File: src/rtl/eth_tx_sched_pkg.sv
`default_nettype none
`timescale 1ns/1ps
// ============================================================================
// Module      : eth_tx_sched_pkg
// Description : Shared widths, limits, state encoding and TX-queue beat record
//               for the egress-port TX scheduler.
// Revision    : 1.0  initial release
// ============================================================================
package eth_tx_sched_pkg;

  localparam int PCKT_Q_INTF_W           = 64;    // beat width
  localparam int MAX_ETH_FRAME_CNT_WIDTH = 11;    // length field width
  localparam int MEM_ETH_ADDR_W_EXT_TX   = 12;    // TX queue free-space width
  localparam int BITS_PAD                = 3;     // log2(bytes per beat)
  localparam int MIN_ETH_FRAME_CNT       = 60;
  localparam int MAX_ETH_FRAME_CNT       = 1518;
  localparam int BEAT_CNT_W              = MAX_ETH_FRAME_CNT_WIDTH - BITS_PAD;

  typedef enum logic [2:0] {
    TXS_IDLE = 3'd0,
    TXS_ARB  = 3'd1,
    TXS_REQ  = 3'd2,
    TXS_XFER = 3'd3,
    TXS_GAP  = 3'd4
  } tx_sched_state_t;

  typedef struct packed {
    logic                               val;
    logic                               sop;
    logic                               eop;
    logic [BITS_PAD-1:0]                offs;
    logic [PCKT_Q_INTF_W-1:0]           data;
    logic [MAX_ETH_FRAME_CNT_WIDTH-1:0] lnb;
  } pack_q_frw_tx_from_sw_t;

  // ceil(lnb/8). The carry out of the top bit is dropped: it only occurs for
  // lengths far above MAX_ETH_FRAME_CNT, which are never granted.
  function automatic logic [BEAT_CNT_W-1:0] lnb_to_beats(
    input logic [MAX_ETH_FRAME_CNT_WIDTH-1:0] lnb
  );
    logic [MAX_ETH_FRAME_CNT_WIDTH:0] sum;
    sum = {1'b0, lnb} + (MAX_ETH_FRAME_CNT_WIDTH+1)'(7);
    return sum[MAX_ETH_FRAME_CNT_WIDTH-1:BITS_PAD];
  endfunction

endpackage
`default_nettype wire

File: src/rtl/eth_tx_sched_rr_pick.sv
`default_nettype none
`timescale 1ns/1ps
// ============================================================================
// Module      : eth_tx_sched_rr_pick
// Description : Combinational round-robin picker. Scans req cyclically
//               starting at ptr+1 and returns the first set index.
// Ports       : req   - request vector
//               ptr   - last granted index
//               found - any request set
//               idx   - winning index (0 when none)
// Revision    : 1.0  initial release
// ============================================================================
module eth_tx_sched_rr_pick #(
  parameter int N     = 3,
  parameter int IDX_W = (N > 1) ? $clog2(N) : 1
) (
  input  logic [N-1:0]     req,
  input  logic [IDX_W-1:0] ptr,
  output logic             found,
  output logic [IDX_W-1:0] idx
);

  // w_cand[g] is the index visited at scan position g.
  logic [IDX_W-1:0] w_cand [N];

  for (genvar g = 0; g < N; g++) begin : g_cand
    assign w_cand[g] = IDX_W'((int'(ptr) + g + 1) % N);
  end

  // Walk from the last scan position back to the first so the earliest
  // position overwrites later ones; no early exit is needed.
  always_comb begin
    found = 1'b0;
    idx   = '0;
    for (int i = N - 1; i >= 0; i--) begin
      if (req[w_cand[i]]) begin
        found = 1'b1;
        idx   = w_cand[i];
      end
    end
  end

endmodule
`default_nettype wire

File: src/rtl/eth_tx_sched.sv
`default_nettype none
`timescale 1ns/1ps
// ============================================================================
// Module      : eth_tx_sched
// Description : Round-robin scheduler feeding one egress TX queue from NSRC
//               packet sources (index NSRC-1 is the ARM queue). Arbitrates,
//               strobes the winner, and reframes its beats as sop/eop.
// Ports       : clk, rst_n (async, active low), ena
//               src_avlb/src_lnb/src_val/src_data  - source side inputs
//               src_strb/src_drop                  - source read/discard pulses
//               q_bytes_avlb                       - TX queue free space
//               tx_val/sop/eop/offs/data/lnb/abort - TX queue beat stream
//               busy, cur_src, len_err_cnt, tmo_cnt - status
// Revision    : 1.0  initial release
// ============================================================================
module eth_tx_sched
  import eth_tx_sched_pkg::*;
#(
  parameter int NSRC    = 3,
  parameter int TMO_CYC = 256,
  parameter int MIN_LNB = MIN_ETH_FRAME_CNT,
  parameter int MAX_LNB = MAX_ETH_FRAME_CNT,
  localparam int SRC_W  = (NSRC > 1) ? $clog2(NSRC) : 1
) (
  input  logic                                         clk,
  input  logic                                         rst_n,
  input  logic                                         ena,
  input  logic [NSRC-1:0]                              src_avlb,
  input  logic [NSRC-1:0][MAX_ETH_FRAME_CNT_WIDTH-1:0] src_lnb,
  output logic [NSRC-1:0]                              src_strb,
  output logic [NSRC-1:0]                              src_drop,
  input  logic [NSRC-1:0]                              src_val,
  input  logic [NSRC-1:0][PCKT_Q_INTF_W-1:0]           src_data,
  input  logic [MEM_ETH_ADDR_W_EXT_TX-1:0]             q_bytes_avlb,
  output logic                                         tx_val,
  output logic                                         tx_sop,
  output logic                                         tx_eop,
  output logic [BITS_PAD-1:0]                          tx_offs,
  output logic [PCKT_Q_INTF_W-1:0]                     tx_data,
  output logic [MAX_ETH_FRAME_CNT_WIDTH-1:0]           tx_lnb,
  output logic                                         tx_abort,
  output logic                                         busy,
  output logic [SRC_W-1:0]                             cur_src,
  output logic [7:0]                                   len_err_cnt,
  output logic [7:0]                                   tmo_cnt
);

  localparam int IDLE_W = $clog2(TMO_CYC + 1);

  tx_sched_state_t                    state_q,    state_d;
  logic [SRC_W-1:0]                   rr_ptr_q,   rr_ptr_d;
  logic [SRC_W-1:0]                   cur_src_q,  cur_src_d;
  logic [MAX_ETH_FRAME_CNT_WIDTH-1:0] lnb_q,      lnb_d;
  logic [BEAT_CNT_W-1:0]              beats_q,    beats_d;
  logic [BEAT_CNT_W-1:0]              beat_cnt_q, beat_cnt_d;
  logic [IDLE_W-1:0]                  idle_q,     idle_d;
  logic [7:0]                         len_err_q,  len_err_d;
  logic [7:0]                         tmo_q,      tmo_d;
  logic [NSRC-1:0]                    strb_q,     strb_d;
  logic [NSRC-1:0]                    drop_q,     drop_d;
  pack_q_frw_tx_from_sw_t             tx_q,       tx_d;
  logic                               abort_q,    abort_d;

  logic                               w_found;
  logic [SRC_W-1:0]                   w_pick_idx;
  logic [MAX_ETH_FRAME_CNT_WIDTH-1:0] w_pick_lnb;
  logic                               w_len_bad;
  logic                               w_room;

  eth_tx_sched_rr_pick #(
    .N     (NSRC),
    .IDX_W (SRC_W)
  ) u_rr_pick (
    .req   (src_avlb),
    .ptr   (rr_ptr_q),
    .found (w_found),
    .idx   (w_pick_idx)
  );

  assign w_pick_lnb = src_lnb[w_pick_idx];
  assign w_len_bad  = (int'(w_pick_lnb) < MIN_LNB) || (int'(w_pick_lnb) > MAX_LNB);
  assign w_room     = q_bytes_avlb >= MEM_ETH_ADDR_W_EXT_TX'(w_pick_lnb);

  always_comb begin
    state_d    = state_q;
    rr_ptr_d   = rr_ptr_q;
    cur_src_d  = cur_src_q;
    lnb_d      = lnb_q;
    beats_d    = beats_q;
    beat_cnt_d = beat_cnt_q;
    idle_d     = idle_q;
    len_err_d  = len_err_q;
    tmo_d      = tmo_q;
    strb_d     = '0;
    drop_d     = '0;
    tx_d       = '0;
    tx_d.lnb   = tx_q.lnb;        // length stays on the bus between beats
    abort_d    = 1'b0;

    unique case (state_q)
      TXS_IDLE: begin
        if (ena) state_d = TXS_ARB;
      end

      TXS_ARB: begin
        if (w_found) begin
          if (w_len_bad) begin
            drop_d[w_pick_idx] = 1'b1;
            if (len_err_q != 8'hFF) len_err_d = len_err_q + 8'd1;
            state_d = TXS_GAP;
          end else if (w_room) begin
            cur_src_d          = w_pick_idx;
            lnb_d              = w_pick_lnb;
            beats_d            = lnb_to_beats(w_pick_lnb);
            rr_ptr_d           = w_pick_idx;
            strb_d[w_pick_idx] = 1'b1;
            state_d            = TXS_REQ;
          end
          // Winner without room: hold the pointer and rescan, so the same
          // source keeps head-of-line priority until space frees up.
        end else if (!ena) begin
          state_d = TXS_IDLE;
        end
      end

      TXS_REQ: begin
        beat_cnt_d = '0;
        idle_d     = '0;
        state_d    = TXS_XFER;
      end

      TXS_XFER: begin
        if (src_val[cur_src_q]) begin
          tx_d.val   = 1'b1;
          tx_d.sop   = (beat_cnt_q == '0);
          tx_d.data  = src_data[cur_src_q];
          tx_d.lnb   = lnb_q;
          beat_cnt_d = beat_cnt_q + BEAT_CNT_W'(1);
          idle_d     = '0;
          if (beat_cnt_q == beats_q - BEAT_CNT_W'(1)) begin
            tx_d.eop  = 1'b1;
            tx_d.offs = lnb_q[BITS_PAD-1:0];
            state_d   = TXS_GAP;
          end
        end else if (idle_q == IDLE_W'(TMO_CYC - 1)) begin
          // Source went silent: close the frame with a zero abort beat.
          tx_d.val = 1'b1;
          tx_d.sop = (beat_cnt_q == '0);
          tx_d.eop = 1'b1;
          tx_d.lnb = lnb_q;
          abort_d  = 1'b1;
          if (tmo_q != 8'hFF) tmo_d = tmo_q + 8'd1;
          state_d  = TXS_GAP;
        end else begin
          idle_d = idle_q + IDLE_W'(1);
        end
      end

      TXS_GAP: begin
        state_d = ena ? TXS_ARB : TXS_IDLE;
      end

      default: state_d = TXS_IDLE;
    endcase
  end

  always_ff @(posedge clk or negedge rst_n) begin
    if (!rst_n) begin
      state_q    <= TXS_IDLE;
      rr_ptr_q   <= SRC_W'(NSRC - 1);
      cur_src_q  <= '0;
      lnb_q      <= '0;
      beats_q    <= '0;
      beat_cnt_q <= '0;
      idle_q     <= '0;
      len_err_q  <= '0;
      tmo_q      <= '0;
      strb_q     <= '0;
      drop_q     <= '0;
      tx_q       <= '0;
      abort_q    <= 1'b0;
    end else begin
      state_q    <= state_d;
      rr_ptr_q   <= rr_ptr_d;
      cur_src_q  <= cur_src_d;
      lnb_q      <= lnb_d;
      beats_q    <= beats_d;
      beat_cnt_q <= beat_cnt_d;
      idle_q     <= idle_d;
      len_err_q  <= len_err_d;
      tmo_q      <= tmo_d;
      strb_q     <= strb_d;
      drop_q     <= drop_d;
      tx_q       <= tx_d;
      abort_q    <= abort_d;
    end
  end

  assign src_strb    = strb_q;
  assign src_drop    = drop_q;
  assign tx_val      = tx_q.val;
  assign tx_sop      = tx_q.sop;
  assign tx_eop      = tx_q.eop;
  assign tx_offs     = tx_q.offs;
  assign tx_data     = tx_q.data;
  assign tx_lnb      = tx_q.lnb;
  assign tx_abort    = abort_q;
  assign busy        = (state_q != TXS_IDLE);
  assign cur_src     = cur_src_q;
  assign len_err_cnt = len_err_q;
  assign tmo_cnt     = tmo_q;

endmodule
`default_nettype wire

File: config.mk
export PLATFORM = sky130hd
export DESIGN_NAME = eth_tx_sched
export DESIGN_NICKNAME = d
export VERILOG_FILES = /design/src/rtl/eth_tx_sched_pkg.sv /design/src/rtl/eth_tx_sched_rr_pick.sv /design/src/rtl/eth_tx_sched.sv
export SDC_FILE = /design/constraint.sdc
export NUM_CORES = 1
export LEC_CHECK = 0
export ABC_AREA = 0
export CORE_MARGIN = 1
export CORE_UTILIZATION = 44
export CTS_BUF_LIST = sky130_fd_sc_hd__clkbuf_8
export DETAILED_ROUTE_END_ITERATION = 7
export PLACE_DENSITY = 0.81
export SYNTH_ARGS = -nofsm -noshare
export SYNTH_HDL_FRONTEND = slang
export SYNTH_SLANG_ARGS = --single-unit
File: constraint.sdc
create_clock -name clk -period 5 [get_ports clk]
set_input_delay 1 -clock clk [delete_from_list [all_inputs] [get_ports clk]]
set_output_delay 1 -clock clk [all_outputs]
set_load 0.01 [all_outputs]
==> results by group, run 1 <==
STA
  – Fin crit period: roughly 4600 ps
  – Layout Skew: 15.4 ps
  – Worst hold margin: 478 ps
  – Relative slew slack: 0.297
  – RSZ-0062 raised after global routing: no
  – Worst-Margin Slew: 1040 ps
  – Final Hold Fails: 0
  – Pins Over Slew Limit: 0
  – Final setup violating endpoints: 0
  – F_max: 217 MHz
  – Tcrit/Tclk final: 0.922

Setup path
  – Startpoint Class: flop
  – CP max FO: 32
  – Buffers & Inverters on Critical Path: 2
  – Crit-path most repeated cell: a21o_1
  – Crit path capture type: flop
  – Crit path max-delay family: compound AO/OA/AOI/OAI gates
  – Critical Path RT: 5360 ps
  – CP cell instances: buf_4 > ha_1 > mux2i_1 > o21ai_2 > o31ai_4 > o21ai_1 > o22ai_1 > ha_1 > nand2b_1 > a21o_1 > a21o_1 > a21o_1 > a21o_1 > a221oi_1 > o21ai_1 > nand4b_4 > buf_4 > mux2i_1
  – Slowest stage cell, crit path: dfrtp_2
  – Critical path class: flop to flop
  – Critical Path AT: 4970 ps
  – Max incr delay on CP: 370 ps

Synthesis
  – Syn Area/Cell: 9.40 um2
  – Post-Synthesis Cells: ~850
  – Count leader, synth: nor2_1
  – Syn Std Cell Area: 7970 um2
  – Compound-cell area share of the yosys netlist: 0.113
  – Mux contribution to synthesized area: 0.141
  – Post-Synth Adder-Cell Area: 0.0330
  – Simple-Gate Fraction of Synth Area: 0.172
  – Post-synth top cells: nor2_1, dfrtp_1, mux2i_1
  – #FFs+latches synth: 146
  – Post-synth top flop: dfrtp_1
  – Yosys top cell area share: 0.455
  – Register area share after synthesis: 0.459
  – Number of distinct library cells after synthesis: 58
  – Post-Synth XOR/XNOR Area: 0.0396
  – Main combinational cell family by area after synthesis: simple AND/OR/NAND/NOR gates
  – EDFF count, synth: 0
  – Post-synth top area cell: dfrtp_1
  – Top cells by area, synth: dfrtp_1, mux2i_1, nor2_1
  – Number of synthesis warnings: 0
  – Async SR Flop Fraction: 1.00
  – Mapped Nets: 1115

Clocking
  – Clock latency on the worst-skew pair: 460 ps
  – H-tree Lvls: 4
  – Hold buffers post-CTS: 0
  – Clk slew on worst S/H paths: 80 ps
  – Clk sink count: 146
  – Root Driver: clkbuf_8
  – Maximum clock path buffer count: 2
  – CTS tree: done
  – Num CTS Buffers: 17

Floorplan
  – Die area: about 19000 um2
  – Core footprint: 17500 um2
  – Die Wd: 137 um
  – Starting density of the core: 0.456
  – Die height: 137 um
  – Row cnt: between 40 and 50
  – Ports: approximately 350

Final layout
  – Area Overhead vs Synth: 52.7%
  – Layout Nets: 1461
  – FF+latch area: roughly 3700 um2
  – FILL cells: between 1000 and 1500
  – Layout cells sized above 1: 0.0614
  – Design area: 12200 um2
  – Area of the multi-input gates: 4010 um2
  – Fin cells: 1436

Routing
  – Vias per inst: 5.30
  – Drt pass-1 iters: 8
  – Antenna Nets Post-Route: 0
  – Routed wire per std cell: between 15 and 20 um
  – Routed WL: 26.7 mm
  – Initial DRC count: ~430
  – DR vias: 7604
  – DRC Markers: 0

Hold path
  – Hold crit path type: flop to flop

Global routing
  – Global route total overflow: 0
  – Global-route wire length before repair: 39.5 mm
  – Vias in the first global route: 7394
  – Initial antenna violation count: 6
  – Largest net degree at the start of global routing: 99
  – Gr usage total: 0.286

Pwr
  – Worst vdd ir: 0.000333 V
  – Power Density: 492 nW/um2
  – Total power: 5.98 mW
  – Leak Pwr: roughly 5.5 nW

Run
  – Max-Cap Viols: 0

Placed design
  – Post-Place Cells: between 1000 and 1500
  – DPL Wire Length: approximately 21 mm
  – DP Area: 11700 um2
  – Routability cong.: 0.889
  – # port buffers: around 350

Status
  – Status: finished clean
[repair_timing]
action                     4_1_cts  5_1_grt
buffers inserted                 0        0
setup endpoints to repair        0        1
resized for setup                0        1
[registers in the layout, indices dropped and copies added, names as in the netlist, 2 cells and up]
register,flops
beats_q,8
idle_q,9
lnb_q,11
beat_cnt_q,8
src_strb,3
tx_data,64
tmo_cnt,8
state_q,3
rr_ptr_q,2
tx_offs,3
len_err_cnt,8
src_drop,3
tx_lnb,11
[routing by layer]
| metal | GRT usage | part of all wire | up-vias |
|---|---|---|---|
| met3 | 0.0756 | 0.073 | 57 |
| met4 | 0.132 | 0.037 | 2 |
| met1 | 0.342 | 0.38 | 3637 |
| li1 | - | - | 3605 |
| met2 | 0.481 | 0.51 | 303 |
| met5 | 0 | 0.00049 | - |
[final cells by class]
cell class	count	area share
flip-flops and latches	146	0.301
multi-input cells	624	0.329
well taps	225	0.0231
inverters	32	0.00987
diodes	5	0.00103
repair buffers	373	0.303
clock inverters	11	0.0107
clock buffers	20	0.0226
[placed cells by master, fill, tap and decap left out, types with 4 or more instances in the layout]
cell,count
a31oi_1,4
mux2_2,5
clkdlybuf4s50_1,351
clkinvlp_4,4
nor2b_1,5
nand3b_1,4
o211ai_1,7
ha_1,21
nor2_1,167
nand2_1,53
a21o_1,7
mux2i_1,91
dfrtp_1,143
o32ai_1,4
xnor2_1,24
diode_2,5
nor4_1,4
nand3_1,12
o21ai_0,33
nand4_1,10
a21oi_1,68
nand2b_1,9
xor2_1,12
buf_4,21
nor3_1,9
mux2_1,14
inv_1,31
and3_1,13
or2_2,4
clkbuf_8,20
[worst reg2reg max path: stages (launching register included)]
cell and delay, ps:
dfrtp_2 370, buf_4 340, ha_1 360, mux2i_1 270, o21ai_2 150, o31ai_4 350
o21ai_1 220, o22ai_1 240, ha_1 270, nand2b_1 140, a21o_1 170, a21o_1 170
a21o_1 180, a21o_1 170, a221oi_1 250, o21ai_1 160, nand4b_4 260, buf_4 250
mux2i_1 220
[per-stage QoR]
step	util	TNS, ps	worst slack (ps)
global route	0.696	0	28.6
floorplan	-	0	459
global placement	0.672	0	138
detailed placement	0.672	-28.1	-28.1
CTS	0.695	0	367
finish	0.696	0	388
[worst paths after layout]
kind                       slack [ps]          end         from  depth (start not counted)
max in group asynchronous        3340  tx_data[19]        rst_n                          2
setup / recovery                  390   cur_src[1]  rr_ptr_q[0]                         18
setup reg to reg                  390   cur_src[1]  rr_ptr_q[0]                         18
min in group asynchronous         630    tx_lnb[7]        rst_n                          1
hold / removal                    480    tx_lnb[4]     lnb_q[4]                          2
hold reg to reg                   480    tx_lnb[4]     lnb_q[4]                          2
[logic make-up after synthesis]
logic type,after synthesis
flip-flops,146
buffers and inverters,78
XOR/XNOR,36
AND/OR/NAND/NOR,305
AO/OA/AOI/OAI,152
multiplexers,110
adder cells (fa/ha/maj),21
[where the power goes]
part           internal (mW)  total, mW  switching [mW]  leakage (nW)
logic                   1.56       3.39            1.83          3.34
registers               1.41       1.63           0.221          1.96
clock network          0.483      0.959           0.476         0.193
(Power assumes the default switching activity.)
==> run 2, diff against run 1 <==
Settings changed: CAP_MARGIN from default to 20, GPL_TIMING_DRIVEN from default to 1.
==> results of run 2 <==
Final layout, timing and power as in run 1 (identical DEF).
